<file path="src/rtl/lfrag_cfg_loader_if.sv">
// Serial configuration stream and committed LUT-word bus between a bitstream
// source (master) and lfrag_cfg_loader (slave).
interface lfrag_cfg_loader_if #(
  parameter int NUM_CELLS = 4
);
  logic                      cfg_start;
  logic                      cfg_din;
  logic                      cfg_valid;
  logic                      cfg_ready;
  logic [16*NUM_CELLS-1:0]   lFragBitInfo;
  logic                      cfg_busy;
  logic                      cfg_done;
  logic                      cfg_err;

  modport master (
    output cfg_start, cfg_din, cfg_valid,
    input  cfg_ready, lFragBitInfo, cfg_busy, cfg_done, cfg_err
  );

  modport slave (
    input  cfg_start, cfg_din, cfg_valid,
    output cfg_ready, lFragBitInfo, cfg_busy, cfg_done, cfg_err
  );
endinterface

</file>
<file path="src/rtl/lfrag_cfg_loader.sv">
// Deserialises a framed LUT bitstream, verifies its byte-sum checksum and
// commits all cell words to lFragBitInfo in one cycle.
//
// state    | meaning
// ST_IDLE  | waiting for cfg_start after reset
// ST_SHIFT | accepting frame bits
// ST_CHECK | frame complete, comparing checksum
// ST_DONE  | last frame committed
// ST_ERROR | last frame rejected, previous words kept
module lfrag_cfg_loader #(
  parameter int NUM_CELLS = 4,
  parameter bit CHK_EN    = 1'b1
) (
  input  logic              QCK,
  input  logic              QRT,
  lfrag_cfg_loader_if.slave cfg
);
  localparam int DATA_BITS  = 16 * NUM_CELLS;
  localparam int FRAME_BITS = DATA_BITS + (CHK_EN ? 8 : 0);
  localparam int CNT_W      = $clog2(16 * NUM_CELLS + 8 + 1);
  localparam int WORD_W     = CNT_W - 4;

  typedef enum logic [2:0] {
    ST_IDLE,
    ST_SHIFT,
    ST_CHECK,
    ST_DONE,
    ST_ERROR
  } state_t;

  state_t               state;
  state_t               state_nxt;
  logic [CNT_W-1:0]     bit_cnt;
  logic [15:0]          stage;
  logic [DATA_BITS-1:0] shadow;
  logic [DATA_BITS-1:0] lfrag;
  logic [7:0]           sum;
  logic [7:0]           rx_chk;
  logic                 ready;
  logic                 busy;
  logic                 done;
  logic                 err;
  logic                 accept;
  logic                 last_bit;
  logic                 chk_ok;
  logic [15:0]          word_nxt;
  logic [WORD_W-1:0]    word_idx;

  assign accept   = cfg.cfg_valid && ready;
  assign last_bit = (bit_cnt == CNT_W'(FRAME_BITS - 1));
  assign word_nxt = {stage[14:0], cfg.cfg_din};
  assign word_idx = bit_cnt[CNT_W-1:4];
  assign chk_ok   = !CHK_EN || (sum == rx_chk);

  assign cfg.cfg_ready    = ready;
  assign cfg.cfg_busy     = busy;
  assign cfg.cfg_done     = done;
  assign cfg.cfg_err      = err;
  assign cfg.lFragBitInfo = lfrag;

  always_ff @(posedge QCK or posedge QRT) begin
    if (QRT) begin
      state <= ST_IDLE;
    end else begin
      state <= state_nxt;
    end
  end

  always_comb begin
    state_nxt = state;
    ready     = 1'b0;
    busy      = 1'b0;
    done      = 1'b0;
    err       = 1'b0;
    case (state)
      ST_IDLE: ;
      ST_SHIFT: begin
        busy  = 1'b1;
        ready = !cfg.cfg_start;
        if (accept && last_bit) begin
          state_nxt = ST_CHECK;
        end
      end
      ST_CHECK: begin
        busy      = 1'b1;
        state_nxt = chk_ok ? ST_DONE : ST_ERROR;
      end
      ST_DONE:  done = 1'b1;
      ST_ERROR: err  = 1'b1;
      default:  state_nxt = ST_IDLE;
    endcase
    // A start pulse overrides every other transition, including a pending check.
    if (cfg.cfg_start) begin
      state_nxt = ST_SHIFT;
    end
  end

  always_ff @(posedge QCK or posedge QRT) begin
    if (QRT) begin
      bit_cnt <= '0;
      stage   <= '0;
      shadow  <= '0;
      sum     <= '0;
      rx_chk  <= '0;
      lfrag   <= '0;
    end else if (cfg.cfg_start) begin
      bit_cnt <= '0;
      stage   <= '0;
      shadow  <= '0;
      sum     <= '0;
      rx_chk  <= '0;
    end else begin
      if (accept) begin
        bit_cnt <= bit_cnt + 1'b1;
        if (bit_cnt < CNT_W'(DATA_BITS)) begin
          stage <= word_nxt;
          if (bit_cnt[3:0] == 4'hF) begin
            for (int i = 0; i < NUM_CELLS; i++) begin
              if (word_idx == WORD_W'(i)) begin
                shadow[16*i +: 16] <= word_nxt;
              end
            end
            sum <= sum + word_nxt[15:8] + word_nxt[7:0];
          end
        end else begin
          rx_chk <= {rx_chk[6:0], cfg.cfg_din};
        end
      end
      // Commit coincides with the CHECK -> DONE transition.
      if (state == ST_CHECK && chk_ok) begin
        lfrag <= shadow;
      end
    end
  end
endmodule

</file>
<file path="src/flat_wrapper.sv">
// flat-port wrapper written by rule: the top's interface ports become plain ports
module lfrag_cfg_loader_flat 
#(
  parameter int NUM_CELLS = 4,
  parameter bit CHK_EN    = 1'b1
)
  (QCK, QRT, cfg_cfg_start, cfg_cfg_din, cfg_cfg_valid, cfg_cfg_ready, cfg_lFragBitInfo, cfg_cfg_busy, cfg_cfg_done, cfg_cfg_err);
  lfrag_cfg_loader_if #(.NUM_CELLS(NUM_CELLS)) cfg_i ();
  input  logic QCK;
  input  logic QRT;
  input wire logic [$bits(cfg_i.cfg_start)-1:0] cfg_cfg_start;
  input wire logic [$bits(cfg_i.cfg_din)-1:0] cfg_cfg_din;
  input wire logic [$bits(cfg_i.cfg_valid)-1:0] cfg_cfg_valid;
  output wire logic [$bits(cfg_i.cfg_ready)-1:0] cfg_cfg_ready;
  output wire logic [$bits(cfg_i.lFragBitInfo)-1:0] cfg_lFragBitInfo;
  output wire logic [$bits(cfg_i.cfg_busy)-1:0] cfg_cfg_busy;
  output wire logic [$bits(cfg_i.cfg_done)-1:0] cfg_cfg_done;
  output wire logic [$bits(cfg_i.cfg_err)-1:0] cfg_cfg_err;
  assign cfg_i.cfg_start = cfg_cfg_start;
  assign cfg_i.cfg_din = cfg_cfg_din;
  assign cfg_i.cfg_valid = cfg_cfg_valid;
  assign cfg_cfg_ready = cfg_i.cfg_ready;
  assign cfg_lFragBitInfo = cfg_i.lFragBitInfo;
  assign cfg_cfg_busy = cfg_i.cfg_busy;
  assign cfg_cfg_done = cfg_i.cfg_done;
  assign cfg_cfg_err = cfg_i.cfg_err;
  lfrag_cfg_loader #(.NUM_CELLS(NUM_CELLS), .CHK_EN(CHK_EN)) u_core (.QCK(QCK), .QRT(QRT), .cfg(cfg_i));
endmodule
</file>
<file path="config.mk">
export PLATFORM = sky130hd
export DESIGN_NAME = lfrag_cfg_loader_flat
export DESIGN_NICKNAME = d
export VERILOG_FILES = /design/src/rtl/lfrag_cfg_loader_if.sv /design/src/rtl/lfrag_cfg_loader.sv /design/src/flat_wrapper.sv
export SDC_FILE = /design/constraint.sdc
export NUM_CORES = 1
export LEC_CHECK = 0
export BUFFER_PORTS_ARGS = -buffer_cell sky130_fd_sc_hd__buf_2
export CORE_UTILIZATION = 45
export DETAILED_ROUTE_END_ITERATION = 10
export GPL_TIMING_DRIVEN = 0
export SLEW_MARGIN = 20
export SYNTH_ARGS = -nofsm -noshare
export SYNTH_HDL_FRONTEND = slang
export SYNTH_SLANG_ARGS = --single-unit
</file>
<file path="constraint.sdc">
create_clock -name QCK -period 7.8 [get_ports QCK]
set_input_delay 1.95 -clock QCK [delete_from_list [all_inputs] [get_ports QCK]]
set_output_delay 1.95 -clock QCK [all_outputs]
set_load 0.01 [all_outputs]
</file>
# --- After elaboration in Yosys (flattened, before gate mapping) ---
# Cells that the tools add are included.
word_totals:
  output_inout_bits: 68
  input_bits: 5
  wordCells: 80
  reg_bits: 169
op_classes:
  n_bitwise: 1
  n_reduce_logical: 24
  eq_ne: 13
  magnitude_cmp: 1
  addsub: 3
  n_mux: 28
op_table:
  columns: ["op", "count"]
  rows:
  - ["$mux W64", 4]
  - ["$mux W16", 4]
  - ["$mux W8", 7]
  - ["$mux W15", 3]
  - ["$add A8 B8 Y8", 2]
  - ["$reduce_and A4 Y1", 4]
  - ["$mux W7", 2]
  - ["$reduce_bool A2 Y1", 7]
  - ["$eq A3 B2 Y1 const B", 4]
  - ["$mux W3", 3]
  - ["$pmux W3 S3", 1]
  - ["$eq A8 B8 Y1", 1]
  - ["$reduce_and A2 Y1", 4]
  - ["$add A7 B1 Y7 const B", 1]
  - ["$eq A7 B7 Y1 const B", 1]
  - ["$lt A7 B7 Y1 const B", 1]
  - ["$eq A3 B1 Y1 const B", 2]
  - ["$logic_not A3 Y1", 2]
  - ["$eq A4 B4 Y1 const B", 1]
  - ["$mux W1", 4]
  - ["$eq A3 B3 Y1 const B", 1]
  - ["$logic_and A1 B1 Y1", 3]
  - ["$ne A3 B2 Y1 const B", 1]
  - ["$reduce_and A3 Y1", 1]
  - ["other kinds (6)", 6]

# --- Depth between registers and ports, before layout ---
logic_depth:
  ltp_word: 7
  depth_mapped: 9
  depth_no_buf: 9

# --- Least setup slack after synthesis ---
# OpenSTA, ideal clock, no wires.
synth_path:
  path_type: "input to output"
  start: "in cfg_cfg_start"
  end: "out cfg_cfg_ready"
  arrival_ns: 2.518
  slack_ns: 3.332
  path_stages: 2
  path_buffers: 1
  path_cell_list: "buf_2 > nor4b_4"
synth_between:
  elab_chain_len: 2
synth_lines:
  columns: ["element", "line", "source"]
  rows:
  - ["start: declaration", "flat_wrapper.sv:11", "input wire logic [$bits(cfg_i.cfg_start)-1:0] cfg_cfg_start;"]
  - ["$logic_not A1 Y1", "lfrag_cfg_loader.sv:79", "ready = !cfg.cfg_start;"]
  - ["$mux W1", "lfrag_cfg_loader.sv:75", "case (state)"]
  - ["end: declaration", "flat_wrapper.sv:14", "output wire logic [$bits(cfg_i.cfg_ready)-1:0] cfg_cfg_ready;"]
# No other way between the ends.

# --- Worst setup path in the final report ---
# Ends and elaborated chain as after synthesis.

==> impl_metrics.tcl <==
set metrics [dict create \
    drive_gt1_share_pct 26.5 \
    post_cts_buffers 0 \
    ys_dominant_reg_cell "dfrtp_1" \
    cts_root_buf "clkbuf_16" \
    status "finished, final reports clean" \
    reg2reg_depth 9 \
    io_buffers 71 \
    fin_nets 723 \
    setup_slack_ps 3100 \
    powerDensity_mw_per_mm2 207 \
    path_class "in2out" \
    dieArea_mm2 0.0167 \
    hp-class "reg2reg" \
    cp.arrival_ps 2750 \
    initial_core_util_pct 46.0 \
    cp_max_fo 6 \
    hpwl_um 10700 \
    final_common_cell "dfrtp_1" \
    cp-startpoint "cfg_cfg_start" \
    vdd_ir_drop_max_v 0.000146 \
    vias_per_cell 5.16 \
    core_mm2 0.0158 \
    dieWidth_um 129 \
    fin_tns_setup_ps 0 \
    clock_latency_ps 420 \
    synth_nets 632 \
    clock_path_buffers 2 \
    r2r_start "u_core.stage[0]$_DFFE_PP0P_" \
    final_area_mm2 0.00853 \
    endpoint "cfg_cfg_ready" \
    grt_setup_unrepaired "false" \
    worst_pin_slew_ps 679 \
    clock_skew_ps 5.21 \
    synth_edf_count 0 \
    setup_viol 0 \
    reg2reg_to "u_core.sum[7]$_DFFE_PP0P_" \
    grt_pass1_wl_um 25600 \
    fin_crit_ps 4700 \
    drtPass1Iterations 7 \
    worstPathRequired_ps 5850 \
    async_flop_share_pct 100 \
    track_usage_pct 20.6 \
    vias 4812 \
    fmax_ghz 0.213 \
    ios 73 \
    antennaDiodeCount 0 \
    relSlewSlack_pct 54.8 \
    gp_congestion 0.759 \
    max-cap-violations 0 \
    area_growth_pct 17.2 \
    synth_area_mm2 0.00728 \
    clkSinkCount 169 \
    end_kind "output port" \
    cts_resized 0 \
    placed_cell_area_mm2 0.00794 \
    finalMaxSlewViolations 0 \
    fp.dieH_um 129 \
    antenna_left 0 \
    p_leak_nw 4.13 \
    reg2reg_slack_ps 5020 \
    post-place-ws_ps 3090 \
    cts_inserted_buffers 17 \
    drc 0 \
    fin_crit_sh_pct 60.2 \
    grt_overflow_total 0 \
    tritoncts "yes" \
    drt-total-wl_um 15800 \
    yosys_warnings 0 \
    cts-hold-fix-buffers 0 \
    syn_inst 612 \
    ys_seq_area_share_pct 58.1 \
    final_cell_mix "169 x dfrtp_1, 80 x nand2_1, 77 x buf_2" \
    drt-initial-drc-count 316 \
    htreeDepth 4 \
    ys_types 48 \
    finalHoldViolCount 0 \
    ys_ff_latch 169 \
    grt_max_degree 90 \
    syn_avg_cell_area_um2 11.9 \
    critical_path.startpoint_type "input pin" \
    grt_pass1_vias 4765 \
    row_count 46 \
    antenna_found_initial 0 \
    clk_pin_slew_ps 60 \
    routedWlPerCell_um 16.9 \
]
[state kept, by name, indices dropped and copies added, names as in the netlist]
register                 cells
u_core.cfg.lFragBitInfo     64
u_core.bit_cnt               7
u_core.shadow               64
u_core.stage                15
u_core.rx_chk                8
u_core.sum                   8
u_core.state                 3
[Yosys cell counts, types with 3 or more instances]
cell type | instances | share of area, %
inv_1 | 10 | 0.52
a211oi_1 | 5 | 0.52
o21ai_1 | 5 | 0.34
nand2b_1 | 6 | 0.52
fa_1 | 8 | 2.2
o21ai_0 | 18 | 1.2
xnor2_1 | 12 | 1.4
and3_1 | 3 | 0.26
ha_1 | 7 | 1.2
mux2_2 | 64 | 9.9
buf_6 | 3 | 0.46
buf_2 | 6 | 0.41
nand3_1 | 13 | 0.89
mux2i_1 | 51 | 7.0
nand2_1 | 80 | 4.1
nor2_1 | 62 | 3.2
clkbuf_1 | 22 | 1.1
a21oi_1 | 33 | 2.3
dfrtp_1 | 169 | 58
[cell families after synthesis]
group / after synthesis / synth area share (%)
simple gates: 184 / 11.5
fa+ha+maj: 15 / 3.40
xor+xnor: 13 / 1.56
mux: 115 / 16.9
flops: 169 / 58.1
compound gates: 69 / 5.23
buf+inv: 47 / 3.25
[stage by stage]
step	power (mW)	util [%]	instances	hold slack, ps
floorplan	0.931	-	612	466
global placement	0.946	49.9	899	487
detailed placement	0.950	50.1	900	488
CTS	1.79	53.9	932	502
global route	1.82	53.9	932	515
finish	1.77	53.9	932	496
[report_power, final]
part | switching (mW) | internal, mW | total [mW]
clock | 0.336 | 0.498 | 0.834
sequential | 0.00288 | 0.879 | 0.882
combinational | 0.0394 | 0.0110 | 0.0504
[final cells by class]
type | count | area [um^2]
buffer | 36 | 195
clock buffer | 22 | 474
clock inverter | 10 | 116
fill | 1374 | 7300
inverter | 11 | 48.8
multi-input combinational | 396 | 2810
sequential | 169 | 4230
tap | 216 | 270
timing repair buffer | 72 | 383
[worst min path at each step]
stage	from	slack, ps	end	cells past startpoint
final	u_core.sum[7]$_DFFE_PP0P_	500	u_core.sum[7]$_DFFE_PP0P_	1
after global routing	u_core.cfg.lFragBitInfo[62]$_DFFE_PP0P_	510	u_core.cfg.lFragBitInfo[62]$_DFFE_PP0P_	1
after CTS	u_core.sum[7]$_DFFE_PP0P_	500	u_core.sum[7]$_DFFE_PP0P_	1
after detailed placement	u_core.cfg.lFragBitInfo[54]$_DFFE_PP0P_	490	u_core.cfg.lFragBitInfo[54]$_DFFE_PP0P_	1
after global placement	u_core.cfg.lFragBitInfo[61]$_DFFE_PP0P_	490	u_core.cfg.lFragBitInfo[61]$_DFFE_PP0P_	1
after floorplan	u_core.sum[7]$_DFFE_PP0P_	470	u_core.sum[7]$_DFFE_PP0P_	1
[critical path, stage by stage]
cell     delay (ps)
buf_2           150
nor4b_4         430
buf_2           210
[layer usage]
metal	part of all wire (%)	vias to the layer above	global-route usage, %
met1	46	2401	28.8
met5	0	-	0
met4	1.8	0	7.06
met3	4.7	21	4.83
li1	-	2264	-
met2	48	126	31.7
Power figures use the tool's default switching activity.
